**src/rtl/uart_mmio_port.sv**
```systemverilog
// Memory-stage engine for the memory-mapped UART: turns data/status register
// loads and stores into rdn/wrn strobes on the shared ram1 bus and stalls the pipeline meanwhile.
module uart_mmio_port #(
    parameter logic [15:0] DATA_ADDR = 16'hBF00,
    parameter logic [15:0] STAT_ADDR = 16'hBF01,
    parameter int          WRN_LOW   = 2,
    parameter int          RDN_LOW   = 2,
    parameter int          TIMEOUT   = 1023
) (
    input  logic        clk_i,
    input  logic        rst_ni,
    input  logic        req_read_i,
    input  logic        req_write_i,
    input  logic [15:0] addr_i,
    input  logic [15:0] wdata_i,
    output logic        hit_o,
    output logic        busy_o,
    output logic        done_o,
    output logic [15:0] rdata_o,
    output logic        err_o,
    output logic        ram_disable_o,
    output logic [15:0] bus_out_o,
    output logic        bus_oe_o,
    input  logic [15:0] bus_in_i,
    output logic        rdn_o,
    output logic        wrn_o,
    input  logic        data_ready_i,
    input  logic        tbre_i,
    input  logic        tsre_i
);

    localparam int              WW        = $clog2(TIMEOUT + 1);
    localparam logic [3:0]      WRN_LAST  = 4'(WRN_LOW - 1);
    localparam logic [3:0]      RDN_LAST  = 4'(RDN_LOW - 1);
    localparam logic [WW-1:0]   WAIT_LAST = WW'(TIMEOUT - 1);

    localparam logic [3:0] S_IDLE       = 4'd0;
    localparam logic [3:0] S_WR_SETUP   = 4'd1;
    localparam logic [3:0] S_WR_PULSE   = 4'd2;
    localparam logic [3:0] S_WR_HOLD    = 4'd3;
    localparam logic [3:0] S_WR_WAIT_TB = 4'd4;
    localparam logic [3:0] S_WR_WAIT_TS = 4'd5;
    localparam logic [3:0] S_RD_WAIT    = 4'd6;
    localparam logic [3:0] S_RD_PULSE   = 4'd7;
    localparam logic [3:0] S_RD_RELEASE = 4'd8;
    localparam logic [3:0] S_DONE       = 4'd9;

    logic [3:0]    state_q, state_d;
    logic [3:0]    pulse_cnt_q, pulse_cnt_d;
    logic [WW-1:0] wait_cnt_q, wait_cnt_d;
    logic [15:0]   rdata_q, rdata_d;
    logic [15:0]   bus_out_q, bus_out_d;
    logic          err_q, err_d;
    logic [1:0]    dr_sync_q, tbre_sync_q, tsre_sync_q;
    logic          dr_s, tbre_s, tsre_s;
    logic          unused_hi;

    assign dr_s      = dr_sync_q[1];
    assign tbre_s    = tbre_sync_q[1];
    assign tsre_s    = tsre_sync_q[1];
    assign unused_hi = ^{wdata_i[15:8], bus_in_i[15:8]};

    assign hit_o         = (addr_i == DATA_ADDR) || (addr_i == STAT_ADDR);
    assign busy_o        = (state_q != S_IDLE) && (state_q != S_DONE);
    assign done_o        = (state_q == S_DONE);
    assign err_o         = err_q;
    assign rdata_o       = rdata_q;
    assign ram_disable_o = busy_o;
    assign bus_out_o     = bus_out_q;
    assign bus_oe_o      = (state_q == S_WR_SETUP) || (state_q == S_WR_PULSE) || (state_q == S_WR_HOLD);
    // Strobes decode straight from state, so a timeout or reset releases them at once.
    assign wrn_o         = (state_q != S_WR_PULSE);
    assign rdn_o         = (state_q != S_RD_PULSE);

    always_comb begin
        state_d     = state_q;
        pulse_cnt_d = pulse_cnt_q;
        wait_cnt_d  = '0;
        rdata_d     = rdata_q;
        bus_out_d   = bus_out_q;
        err_d       = 1'b0;
        case (state_q)
            S_IDLE: begin
                if (hit_o && req_write_i) begin
                    if (addr_i == DATA_ADDR) begin
                        bus_out_d = {8'h00, wdata_i[7:0]};
                        state_d   = S_WR_SETUP;
                    end else begin
                        state_d = S_DONE;
                    end
                end else if (hit_o && req_read_i) begin
                    if (addr_i == DATA_ADDR) begin
                        state_d = S_RD_WAIT;
                    end else begin
                        rdata_d = {14'b0, dr_s, tbre_s & tsre_s};
                        state_d = S_DONE;
                    end
                end
            end
            S_WR_SETUP: begin
                pulse_cnt_d = '0;
                state_d     = S_WR_PULSE;
            end
            S_WR_PULSE: begin
                if (pulse_cnt_q == WRN_LAST) state_d = S_WR_HOLD;
                else                         pulse_cnt_d = pulse_cnt_q + 1'b1;
            end
            // Wait states are skipped entirely when the transmitter is already idle.
            S_WR_HOLD: begin
                if (tbre_s && tsre_s) state_d = S_DONE;
                else if (tbre_s)      state_d = S_WR_WAIT_TS;
                else                  state_d = S_WR_WAIT_TB;
            end
            S_WR_WAIT_TB: begin
                if (tbre_s) begin
                    state_d = tsre_s ? S_DONE : S_WR_WAIT_TS;
                end else if (wait_cnt_q == WAIT_LAST) begin
                    err_d   = 1'b1;
                    state_d = S_DONE;
                end else begin
                    wait_cnt_d = wait_cnt_q + 1'b1;
                end
            end
            S_WR_WAIT_TS: begin
                if (tsre_s) begin
                    state_d = S_DONE;
                end else if (wait_cnt_q == WAIT_LAST) begin
                    err_d   = 1'b1;
                    state_d = S_DONE;
                end else begin
                    wait_cnt_d = wait_cnt_q + 1'b1;
                end
            end
            S_RD_WAIT: begin
                if (dr_s) begin
                    pulse_cnt_d = '0;
                    state_d     = S_RD_PULSE;
                end else if (wait_cnt_q == WAIT_LAST) begin
                    err_d   = 1'b1;
                    rdata_d = 16'hFFFF;
                    state_d = S_DONE;
                end else begin
                    wait_cnt_d = wait_cnt_q + 1'b1;
                end
            end
            S_RD_PULSE: begin
                if (pulse_cnt_q == RDN_LAST) begin
                    rdata_d = {8'h00, bus_in_i[7:0]};
                    state_d = S_RD_RELEASE;
                end else begin
                    pulse_cnt_d = pulse_cnt_q + 1'b1;
                end
            end
            S_RD_RELEASE: state_d = S_DONE;
            S_DONE:       state_d = S_IDLE;
            default:      state_d = S_IDLE;
        endcase
    end

    always_ff @(posedge clk_i or negedge rst_ni) begin
        if (!rst_ni) begin
            state_q     <= S_IDLE;
            pulse_cnt_q <= '0;
            wait_cnt_q  <= '0;
            rdata_q     <= '0;
            bus_out_q   <= '0;
            err_q       <= 1'b0;
            dr_sync_q   <= '0;
            tbre_sync_q <= '0;
            tsre_sync_q <= '0;
        end else begin
            state_q     <= state_d;
            pulse_cnt_q <= pulse_cnt_d;
            wait_cnt_q  <= wait_cnt_d;
            rdata_q     <= rdata_d;
            bus_out_q   <= bus_out_d;
            err_q       <= err_d;
            dr_sync_q   <= {dr_sync_q[0], data_ready_i};
            tbre_sync_q <= {tbre_sync_q[0], tbre_i};
            tsre_sync_q <= {tsre_sync_q[0], tsre_i};
        end
    end

endmodule

```
**config.mk**
```make
export PLATFORM = sky130hd
export DESIGN_NAME = uart_mmio_port
export DESIGN_NICKNAME = d
export VERILOG_FILES = /design/src/rtl/uart_mmio_port.sv
export SDC_FILE = /design/constraint.sdc
export NUM_CORES = 1
export LEC_CHECK = 0
export ABC_AREA = 1
export CORE_ASPECT_RATIO = 0.7
export CORE_MARGIN = 1.5
export CORE_UTILIZATION = 40
export CTS_BUF_LIST = sky130_fd_sc_hd__clkbuf_4 sky130_fd_sc_hd__clkbuf_8 sky130_fd_sc_hd__clkbuf_16
export DETAILED_ROUTE_END_ITERATION = 10
export GPL_TIMING_DRIVEN = 0
export HOLD_SLACK_MARGIN = 0.05
export PLACE_DENSITY = 0.81
export SETUP_SLACK_MARGIN = 0.2
export SLEW_MARGIN = 20
export SYNTH_ARGS = -nofsm -noshare
export SYNTH_HDL_FRONTEND = slang
export SYNTH_SLANG_ARGS = --single-unit
export TNS_END_PERCENT = 50
```
**constraint.sdc**
```tcl
create_clock -name clk_i -period 1.5 [get_ports clk_i]
set_input_delay 0.45 -clock clk_i [delete_from_list [all_inputs] [get_ports clk_i]]
set_output_delay 0.45 -clock clk_i [all_outputs]
set_load 0.01 [all_outputs]
```
### Yosys cells after proc, flatten, opt, wreduce, memory -nomap -nowiden

Index checks and enable logic that the tools add are counted.

* flip-flop bits (word level): 49
* input port bits: 55

* add/subtract/negate cells: 2
* equality and inequality tests: 26
* muxes and demuxes: 34
* bitwise logic cells: 1
* reductions and logical operators: 16

Operators with widths (number)
* two-way mux 16 bit: 6
* two-way mux 4 bit: 14
* case mux 16 bit (3 select lines): 1
* two-way mux 10 bit: 4
* case mux 4 bit (9 select lines): 1
* equality test 16 bit, second input constant: 2
* case mux 10 bit (3 select lines): 1
* equality test 4 x 3 -> 1 bit, second input constant: 4
* != test 2 bit, second input constant: 8
* case mux 4 bit (3 select lines): 1
* adder 10 x 1 -> 10 bit, second input constant: 1
* equality test 10 bit, second input constant: 1
* AND reduction 3 bit: 3
* equality test 4 x 1 -> 1 bit, second input constant: 2
* equality test 4 x 2 -> 1 bit, second input constant: 2
* equality test 4 bit, second input constant: 2
* AND reduction 7 bit: 1
* nonzero test 3 bit: 2
* two-way mux 1 bit: 5
* adder 4 x 1 -> 4 bit, second input constant: 1
* logical AND 1 bit: 4
* logical NOT 4 bit: 1
* != test 4 x 2 -> 1 bit, second input constant: 1
* != test 4 x 3 -> 1 bit, second input constant: 1
* other kinds (8): 10

### Logic depth before layout (Yosys ltp)

* depth in word-level cells: 6
* mapped depth: 11
* depth with buffers taken out: 11

### Worst setup path before layout

No wires, ideal clock.

* kind: reg-to-output
* start: reg state_q[0]
* end: out ram_disable_o
* arrival: 1477 ps
* required time: 1050 ps
* setup slack: -427 ps
* cell stages (with the launch flop): 6
* path through: dfrtp_1 -> inv_2 -> clkbuf_1 -> nor4_1 -> nor2_1 -> buf_4

* word-level cells in the longest chain between the ends: 2
* elaborated cells between the ends (all ways): 3
* classes of those cells: eq/ne: 1; reduce/logical: 2

Ends and longest elaborated chain
* start: declaration: RTL line 48 `logic [3:0] state_q, state_d;`
* start signal: assignment: RTL line 172 `state_q <= state_d;`
* != test 4 bit or nonzero test 4 bit (tied branches): RTL line 64 `assign busy_o = (state_q != S_IDLE) && (state_q != S_DONE);`
* logical AND 1 bit *: RTL line 64
* end: declaration: RTL line 21 `output logic ram_disable_o,`

Mark *: on every way between the ends. The rest lies on a longest branch, timed or not.

### Worst setup path in the final report

* start: reg state_q[3]
* end: out rdn_o

* word-level cells in the longest chain between the ends: 1

Ends and longest elaborated chain
* != test 4 x 3 -> 1 bit: RTL line 73 `assign rdn_o = (state_q != S_RD_PULSE);`
* end: declaration: RTL line 25 `output logic rdn_o,`

No other way between the ends.

==> qor.txt <==
Metal-1 WL: 2710 µm
Die ar.: 6540 µm²
Pre-Repair DR Iteration Count: 4
gpl congestion: 0.876
clock sink count: 42
first-pass GRT wire length: 10,300 µm
Die H: 68.1 µm
Via density: 4.88
Fill cells: 450
Area after DPL: 3340 µm²
Distinct cells, synth: 33
H-tree depth: 2
fin area: 3940 µm²
Cells after Synth: 308
Layout Skew: 0.00283 ns
Initial Util: 0.419
DR WL met2: 3380 µm
post-synthesis sequential area ratio: 0.434
critical path startpoint category: flip-flop
violated checks: setup timing
ANT nets after route: 0
CTS Root Cell: clkbuf_8
Layout area overhead: 62.4%
crit end category: output port
yosys warns: 0
Setup TNS: -7.41 ns
Power Total: 0.00425 W
leakage dissipation: 2.01 nW
R2R cell count: 11
hold path start: dr_sync_q[0]
Clk Latency, worst-skew pair: 0.28 ns
status: finished with violations
DR top layer: met4
IO Count: 95
reg2reg start: state_q[1]
P per Cell Area: 1080 nW/µm²
Detailed Place HPWL: 4360 µm
critical path required time: 1.05 ns
Synth Cell Area: 2420 µm²
DRC: 0
Total Wirelength: 6860 µm
final hold vios: 0
CP Max Fanout: 5
# rows: 23
max-cap violations: 0
end of the worst hold path: dr_sync_q[1]
number of global-route vias before repair: 2,317
WP data arrival: 1.41 ns
Hold WC Path Type: flip-flop to flip-flop
hold slack: 0.353 ns
# setup viols final: 42
fin. max-slew vios: 0
RSZ-0062 raised after global routing: yes
DR vias: 2,477
GRT Util Overall: 0.207
fin crit share: 1.24
number of port buffers: 70
FMAX: 0.537 GHz
R2R Setup Slk: -0.28 ns
CTS Buf Count: 5
Final min period: 1.86 ns
initial antenna violation count: 0
crit path kind: flip-flop to output port
Setup WS post-layout: -0.363 ns
core area: 5780 µm²
die width: 96.0 µm
Synth Register Bits: 42
reg2reg end: rdata_o[14]
post-DR wirelength/cell: 13.5 µm
antenna cells: 0
CTS tree: built
Initial DRC Count: 172
Met3 Wirelength: 695 µm
Max IR drop VDD: 0.475 mV
WHS Path Cells: 0
Syn Area/Cell: 7.86 µm²
gr ovfl total: 0
share of cells above drive strength 1: 0.448
largest net degree at the start of global routing: 34
Max clock buf depth: 2
Reg clk slew, reported paths: 0.08 ns
Final nets: 491
-- layout make-up --
cell class / instances / area, µm² / area share
Inverter: 38 / 150 / 0.0382
Multi-Input combinational cell: 215 / 1380 / 0.351
Tap cell: 75 / 93.8 / 0.0238
Timing Repair Buffer: 110 / 956 / 0.243
Buffer: 20 / 205 / 0.0521
Clock buffer: 6 / 76.3 / 0.0194
Sequential cell: 42 / 1060 / 0.269
Clock inverter: 2 / 13.8 / 0.00350
-- cells by family after synthesis --
| logic type | Yosys count | share of synthesized area |
|---|---|---|
| AOI/OAI and AO/OA | 25 | 0.0568 |
| xor gates and xnor gates | 9 | 0.0325 |
| adders and majority gates | 4 | 0.0207 |
| buffers and inverters | 58 | 0.121 |
| DFF | 42 | 0.434 |
| muxes | 1 | 0.00930 |
| other | 1 | 0.00155 |
| and+or+nand+nor | 168 | 0.324 |
-- worst max-delay path: stages (launching register included) --
cell and delay [ns]:
dfrtp_2 0.45, inv_2 0.14, nand4_2 0.19, dlygate4sd2_1 0.35
-- per-layer routing --
layer  up-vias  global-route usage
met5         -                   0
met4         0              0.0331
met3        12              0.0522
met2       120               0.367
met1      1142               0.261
li1       1203                   -
-- per-stage QoR --
stage	util	std cells	setup WS [ns]
floorplan	-	315	-0.0511
global placement	0.574	460	-1.23
detailed placement	0.577	461	-0.859
CTS	0.648	502	-0.455
global route	0.680	508	-0.427
finish	0.680	508	-0.363
-- sequential cells by signal, indices dropped and copies added, names as in the netlist --
signal and flops:
err_o 1, state_q 4, dr_sync_q 2, rdata_o 9, bus_out_o 8, wait_cnt_q 10, pulse_cnt_q 4, tsre_sync_q 2
tbre_sync_q 2
-- synthesized netlist by cell type, drive strengths merged --
master,number,share of area
nand4,8,0.029
nor2,42,0.074
o21ai,17,0.038
xor2,7,0.025
nor4,1,0.0026
mux2i,1,0.0093
buf,19,0.060
clkbuf,1,0.0015
nand2,78,0.12
conb,1,0.0015
a21oi,7,0.016
xnor2,2,0.0072
o22ai,1,0.0026
nand3,31,0.073
and2,1,0.0036
ha,4,0.021
nand3b,2,0.0062
dfrtp,42,0.43
nor3,3,0.0062
inv,38,0.059
or2,2,0.0052
-- timing repair --
item,4_1_cts,5_1_grt
gates cloned,2,0
pin swaps,26,10
setup endpoints to repair,68,59
endpoints found under the hold margin,9,0
setup buffers,30,6
hold buffers,1,0
resized for setup,262,38
-- cells in the final DEF, fill, tap and decap left out, types with 3 or more instances in the layout --
cell type        instances
nand2_2                 12
nand3_4                  7
nand4_1                  6
clkbuf_8                 5
buf_6                   42
o21ai_2                  5
dfrtp_2                  5
xor2_1                   7
a21oi_1                  5
clkdlybuf4s50_1         21
buf_4                   32
inv_1                   29
nand2_1                 64
buf_2                   29
nand3_2                  8
inv_4                    3
o21ai_0                  7
ha_1                     3
nand3_1                 16
nor2_1                  21
nor2_2                  14
dfrtp_1                 37
conb_1                   8
o21ai_1                  5
inv_2                    6
nor2_4                   6
-- worst max path at each step --
stage,startpoint,endpoint,slack [ns],cells past startpoint
final,state_q[3],rdn_o,-0.36,3
after global routing,state_q[3],rdn_o,-0.43,3
after CTS,state_q[0],ram_disable_o,-0.45,6
after detailed placement,addr_i[8],hit_o,-0.86,8
after global placement,rst_ni,state_q[3],-1.23,1
after floorplan,state_q[0],ram_disable_o,-0.05,5
-- power by group --
part           switching, W  total, W  internal, W
logic               0.00105   0.00211      0.00106
registers          0.000128   0.00139      0.00127
clock network      0.000392  0.000739     0.000347
total               0.00157   0.00425      0.00268
Note: power is estimated with default switching activity, not from simulation.
